===== src/rtl/axi_lite_user_pkg.sv =====
// Shared definitions for the AXI-Lite user-side register bank:
// FSM state encoding, the out-of-range read pattern and address decoding.
package axi_lite_user_pkg;

    typedef enum logic [1:0] {
        IDLE    = 2'd0,
        WR_WAIT = 2'd1,
        RD_PUSH = 2'd2
    } state_t;

    // Pattern returned when a read targets an address past the register bank.
    localparam logic [31:0] BAD_READ_VALUE_DEFAULT = 32'hDEAD_BEEF;

    // Byte address to 32-bit-word index; the caller truncates to its index width.
    function automatic logic [31:0] byte_addr_to_index(input logic [31:0] byte_addr);
        return byte_addr >> 2;
    endfunction

endpackage


===== src/rtl/axi_lite_user_regfile.sv =====
// Register bank served from the user side of the AXI-Lite FIFO slave bridge.
// Commands arrive as one-cycle enable pulses; write data is pulled from the
// bridge's write FIFO and read data is pushed into its read FIFO.
module axi_lite_user_regfile
    import axi_lite_user_pkg::*;
#(
    parameter int                    USER_ADDR_WIDTH = 8,
    parameter int                    DATA_WIDTH      = 32,
    parameter int                    NUM_REGS        = 16,
    parameter int                    REG_INDEX_WIDTH = 4,
    parameter logic [DATA_WIDTH-1:0] BAD_READ_VALUE  = DATA_WIDTH'(BAD_READ_VALUE_DEFAULT)
) (
    input  logic                           ACLK,
    input  logic                           ARESET,
    input  logic [USER_ADDR_WIDTH-1:0]     user_addr,
    input  logic                           user_read_enable,
    input  logic                           user_write_enable,
    output logic                           user_ready,
    output logic                           user_write_deq,
    input  logic [DATA_WIDTH-1:0]          user_write_data,
    input  logic                           user_write_empty,
    output logic                           user_read_enq,
    output logic [DATA_WIDTH-1:0]          user_read_data,
    input  logic                           user_read_almost_full,
    output logic [NUM_REGS*DATA_WIDTH-1:0] reg_q,
    output logic [NUM_REGS-1:0]            reg_wr_pulse,
    output logic                           error
);

    state_t                      state_reg;
    state_t                      state_next;
    logic [REG_INDEX_WIDTH-1:0]  index_reg;
    logic                        in_range_reg;
    logic                        user_read_enq_reg;
    logic [DATA_WIDTH-1:0]       user_read_data_reg;
    logic                        error_reg;

    logic [REG_INDEX_WIDTH-1:0]  cmd_index;
    logic                        cmd_in_range;
    logic                        cmd_accept;
    logic                        write_fire;
    logic                        read_fire;
    logic [DATA_WIDTH-1:0]       rd_word;

    // Decode the command address: word index plus "nothing above the bank" check.
    assign cmd_index    = REG_INDEX_WIDTH'(byte_addr_to_index(32'(user_addr)));
    assign cmd_in_range = ((user_addr >> (REG_INDEX_WIDTH + 2)) == '0);
    assign cmd_accept   = (state_reg == IDLE) && (user_read_enable || user_write_enable);

    // A write lands only in the dequeue cycle and only for an in-range index.
    assign write_fire = user_write_deq && in_range_reg;
    assign read_fire  = (state_reg == RD_PUSH) && !user_read_almost_full;

    // State register.
    always_ff @(posedge ACLK) begin
        if (ARESET) begin
            state_reg <= IDLE;
        end else begin
            state_reg <= state_next;
        end
    end

    // Next-state logic plus the state-derived handshake outputs.
    always_comb begin
        state_next     = state_reg;
        user_ready     = 1'b0;
        user_write_deq = 1'b0;
        case (state_reg)
            IDLE: begin
                if (user_read_enable) begin
                    state_next = RD_PUSH;
                end else if (user_write_enable) begin
                    state_next = WR_WAIT;
                end
            end
            WR_WAIT: begin
                user_ready = 1'b1;
                if (!user_write_empty) begin
                    user_write_deq = 1'b1;
                    state_next     = IDLE;
                end
            end
            RD_PUSH: begin
                user_ready = 1'b1;
                if (!user_read_almost_full) begin
                    state_next = IDLE;
                end
            end
            default: begin
                state_next = IDLE;
            end
        endcase
    end

    // Capture the target index and range flag when a command is accepted.
    always_ff @(posedge ACLK) begin
        if (ARESET) begin
            index_reg    <= '0;
            in_range_reg <= 1'b0;
        end else if (cmd_accept) begin
            index_reg    <= cmd_index;
            in_range_reg <= cmd_in_range;
        end
    end

    // One flop bank per register, each with its own update pulse.
    genvar gi;
    generate
        for (gi = 0; gi < NUM_REGS; gi++) begin : g_reg
            logic [DATA_WIDTH-1:0] value_reg;
            logic                  pulse_reg;
            logic                  hit;

            assign hit = write_fire && (index_reg == REG_INDEX_WIDTH'(gi));

            // Load the FIFO head word and flag the update for one cycle.
            always_ff @(posedge ACLK) begin
                if (ARESET) begin
                    value_reg <= '0;
                    pulse_reg <= 1'b0;
                end else begin
                    pulse_reg <= hit;
                    if (hit) begin
                        value_reg <= user_write_data;
                    end
                end
            end

            assign reg_q[gi*DATA_WIDTH +: DATA_WIDTH] = value_reg;
            assign reg_wr_pulse[gi]                  = pulse_reg;
        end
    endgenerate

    // Select the register addressed by the latched index for a read.
    always_comb begin
        rd_word = '0;
        for (int i = 0; i < NUM_REGS; i++) begin
            if (index_reg == REG_INDEX_WIDTH'(i)) begin
                rd_word = reg_q[i*DATA_WIDTH +: DATA_WIDTH];
            end
        end
    end

    // Push read data into the read FIFO once it has room; strobe lasts one cycle.
    always_ff @(posedge ACLK) begin
        if (ARESET) begin
            user_read_enq_reg  <= 1'b0;
            user_read_data_reg <= '0;
        end else begin
            user_read_enq_reg <= read_fire;
            if (read_fire) begin
                user_read_data_reg <= in_range_reg ? rd_word : BAD_READ_VALUE;
            end
        end
    end

    // Sticky error: colliding enables, enables while busy, out-of-range writes.
    always_ff @(posedge ACLK) begin
        if (ARESET) begin
            error_reg <= 1'b0;
        end else if (((state_reg == IDLE) && user_read_enable && user_write_enable) ||
                     ((state_reg != IDLE) && (user_read_enable || user_write_enable)) ||
                     (user_write_deq && !in_range_reg)) begin
            error_reg <= 1'b1;
        end
    end

    assign user_read_enq  = user_read_enq_reg;
    assign user_read_data = user_read_data_reg;
    assign error          = error_reg;

endmodule


===== config.mk =====
export PLATFORM = sky130hd
export DESIGN_NAME = axi_lite_user_regfile
export DESIGN_NICKNAME = d
export VERILOG_FILES = /design/src/rtl/axi_lite_user_pkg.sv /design/src/rtl/axi_lite_user_regfile.sv
export SDC_FILE = /design/constraint.sdc
export NUM_CORES = 1
export LEC_CHECK = 0
export CORE_UTILIZATION = 25
export DETAILED_ROUTE_END_ITERATION = 10
export DONT_BUFFER_PORTS = 1
export GPL_TIMING_DRIVEN = 0
export PLACE_DENSITY = 0.47
export SLEW_MARGIN = 20
export SYNTH_ARGS = -nofsm -noshare
export SYNTH_HDL_FRONTEND = slang
export SYNTH_SLANG_ARGS = --single-unit

===== constraint.sdc =====
create_clock -name ACLK -period 5 [get_ports ACLK]
set_clock_uncertainty 0.15 [all_clocks]
set_input_delay 0.5 -clock ACLK [delete_from_list [all_inputs] [get_ports ACLK]]
set_output_delay 0.5 -clock ACLK [all_outputs]
set_load 0.005 [all_outputs]

==> flow_summary.yaml, run 1 <==
die:
  core-area_mm2: 0.0973
  ioPinCount: 610
  die_h_um: 316
  die_x_um: 316
  rows: 114
  die_area_mm2: 0.100
  start_util_pct: 25.4
timing:
  tightest_slew_ns: 1.40
  max-slew-margin-rel_pct: 6.80
  finalSetupViolCount: 0
  finalCritPeriodShare_pct: 91.6
  rsz0062_at_grt: "no"
  finalWorstSetupSlack_ns: 0.419
  drv_slew: 0
  tns_ns: 0
  holdWs_ns: 0.0760
  hold_violations: 0
  max_freq_ghz: 0.218
  fin_crit_ns: 4.58
setup_path:
  crit_path_start_kind: "flop"
  critPathMaxFanout: 10
  r2r_start: "index_reg[3]"
  regToRegEndpoint: "user_read_data[12]"
  cp.required_ns: 5.32
  crit_type: "flop to flop"
  reg2reg_depth: 7
  path_buf_inv: 4
  cpPeakStageDelay_ns: 1.17
  path_common_cell: "clkbuf_1"
  crit_chain: "buf_2, inv_1, clkbuf_1, clkbuf_1, nor2_2, a221oi_1, a21oi_1"
  crit_path_end_kind: "flop"
  r2r_slack_ns: 0.42
  slowest_stage: "a221oi_1"
  cpLargestDelayFamily: "buffers and inverters"
  cp_data_arrival_time_ns: 4.90
logic_synthesis:
  synth.distinct_cells: 65
  ys.flop_type: "dfxtp_1"
  ys_async_sr_fraction_pct: 0
  syn_avg_cell_area_um2: 7.59
  yosys_register_bits: 569
  synth_edf_count: 0
  syn_inst: 3254
  seq_area_frac_synth_pct: 46.1
  synth.net_count: 3303
  yosysWarnings: 0
  syn-cell-area_mm2: 0.0247
placed_design:
  place_area_mm2: 0.0264
  dp_hpwl_um: 134000
  place_congestion: 1.03
  io_buffers: 0
  pre_cts_ws_ns: 0.790
clocking:
  cts_tree: "done"
  ctsHoldBuffers: 9
  numCtsBuffers: 69
  cts.sinks: 569
  clk_latency_ns: 0.64
  cts-root-buf: "clkbuf_16"
  cts_setup_buffers: 0
  cts_resized: 0
  clk_path_buf_depth: 3
  path_clk_slew_ns: 0.07
  htree_num_levels: 3
cells_and_area:
  final_common_cell: "nand2_1"
  fillCellCount: 10700
  largest_register_ff_count: 512
  final_cell_mix: "nand2_1, a21oi_1, dfxtp_1"
  fin_nets: 3388
  drive_gt1_share_pct: 7.64
  fin_area_mm2: 0.0288
  area_delta_synth_final_pct: 16.5
  post-route-util_pct: 29.6
global_route:
  grt_pass1_wl_um: 224000
  grt_usage_pct: 32.9
  grt_max_degree: 13
  grt_pass1_vias: 24400
  grt_antenna_before_repair: 11
  overflow: 0
detailed_routing:
  routed_wl_um: 171000
  avgRoutedWirePerCell_um: 36.6
  drtPass1Iterations: 6
  vias: 26700
  drt_iter0_drc: 3341
  drc: 0
  drt.antenna.violating_nets: 0
  viasPerCell: 5.72
power_and_ir_drop:
  p_per_area_mw_per_mm2: 384
  vdd_drop_max_v: 0.000252
  p_leak_uw: 0.00901
job:
  max_cap_violations: 0
run_status:
  outcome: "finished clean"
hold_path:
  hp-start: "user_read_almost_full"
  holdPathEnd: "state_reg[1]"
  hp-class: "primary input to flop"
  whs_path_depth: 4
synth_stat cells (all sizes together) (4+ instances only):
cell type / instances / area [um2]
nor2: 111 / 419
nor2b: 13 / 81.3
nand2b: 13 / 81.3
a21oi: 588 / 2940
a31oi: 5 / 31.3
mux2: 7 / 78.8
nand4: 4 / 25.0
nor3b: 8 / 75.1
o21a: 19 / 143
a22o: 7 / 61.3
buf: 98 / 591
nand3: 25 / 125
mux2i: 58 / 581
nand2: 1105 / 4150
a311o: 4 / 40.0
o221ai: 13 / 114
dfxtp: 569 / 11400
mux4: 25 / 563
and3: 9 / 56.3
nor3: 12 / 60.1
a22oi: 18 / 135
o32ai: 7 / 61.3
a32oi: 7 / 61.3
a21boi: 5 / 37.5
inv: 8 / 30.0
a221o: 5 / 50.1
a221oi: 28 / 251
o21ai: 112 / 561
clkbuf: 239 / 897
a211o: 13 / 114
o22ai: 32 / 200
a211oi: 28 / 220
o211ai: 15 / 113
worst register-to-register path, stage by stage (launching register included):
cell and delay, ns:
dfxtp_1 0.41, buf_2 0.25, inv_1 0.11, clkbuf_1 0.91, clkbuf_1 0.83, nor2_2 0.40
a221oi_1 1.19, a21oi_1 0.17
power breakdown:
group          total [uW]  switching [uW]  leakage (uW)  internal (uW)
Sequential           4590            34.1       0.00458           4550
Clock                5320            2210       0.00116           3110
Combinational        1130             899       0.00326            234
Total               11000            3150       0.00901           7900
cell type report:
class	count	area, um2	area share, %
Antenna cell	6	15.0	0.0522
Clock inverter	25	288	1.00
Multi-Input combinational cell	2339	11800	41.0
Buffer	337	1490	5.17
Inverter	9	33.8	0.117
Clock buffer	99	2040	7.09
Tap cell	1276	1600	5.55
Timing Repair Buffer	14	133	0.461
Sequential cell	569	11400	39.6
stage by stage:
step	std cells	total power [uW]
2_1_floorplan	3254	5190
3_5_place_dp	4535	5750
4_1_cts	4668	11000
5_1_grt	4668	11200
3_3_place_gp	4530	5740
6_report	4674	11000
layer usage:
| layer | up-vias | routed length (um) | track usage, % |
|---|---|---|---|
| li1 | 11200 | - | - |
| met1 | 13100 | 57300 | 35.1 |
| met2 | 1941 | 74000 | 50.1 |
| met3 | 466 | 28100 | 19.6 |
| met4 | 6 | 11600 | 19.2 |
| met5 | - | 38 | 0 |
worst max path at each step:
stage	startpoint	end	slack [ns]	depth (start not counted)
after detailed placement	state_reg[0]	user_read_data[27]	0.79	9
after global placement	index_reg[3]	user_read_data[23]	0.59	7
final	index_reg[3]	user_read_data[12]	0.42	7
after floorplan	state_reg[0]	user_read_data[27]	2.88	9
after CTS	state_reg[0]	user_read_data[27]	0.77	9
after global routing	state_reg[0]	user_read_data[27]	0.56	9
cells by family after synthesis:
kind of cell / count (synthesis) / share of synthesized area (%)
and+or+nand+nor: 1318 / 21.0
buffers and inverters: 346 / 6.16
DFF: 569 / 46.1
AOI/OAI and AO/OA: 928 / 21.6
adders and majority gates: 3 / 0.152
muxes: 90 / 4.95
Power figures use the tool's default switching activity.
==> run 2, diff against run 1 <==
- SKIP_LAST_GASP: unset -> 1
==> results of run 2 <==
Same layout as run 1: the final DEF is identical, and so are final timing and power.
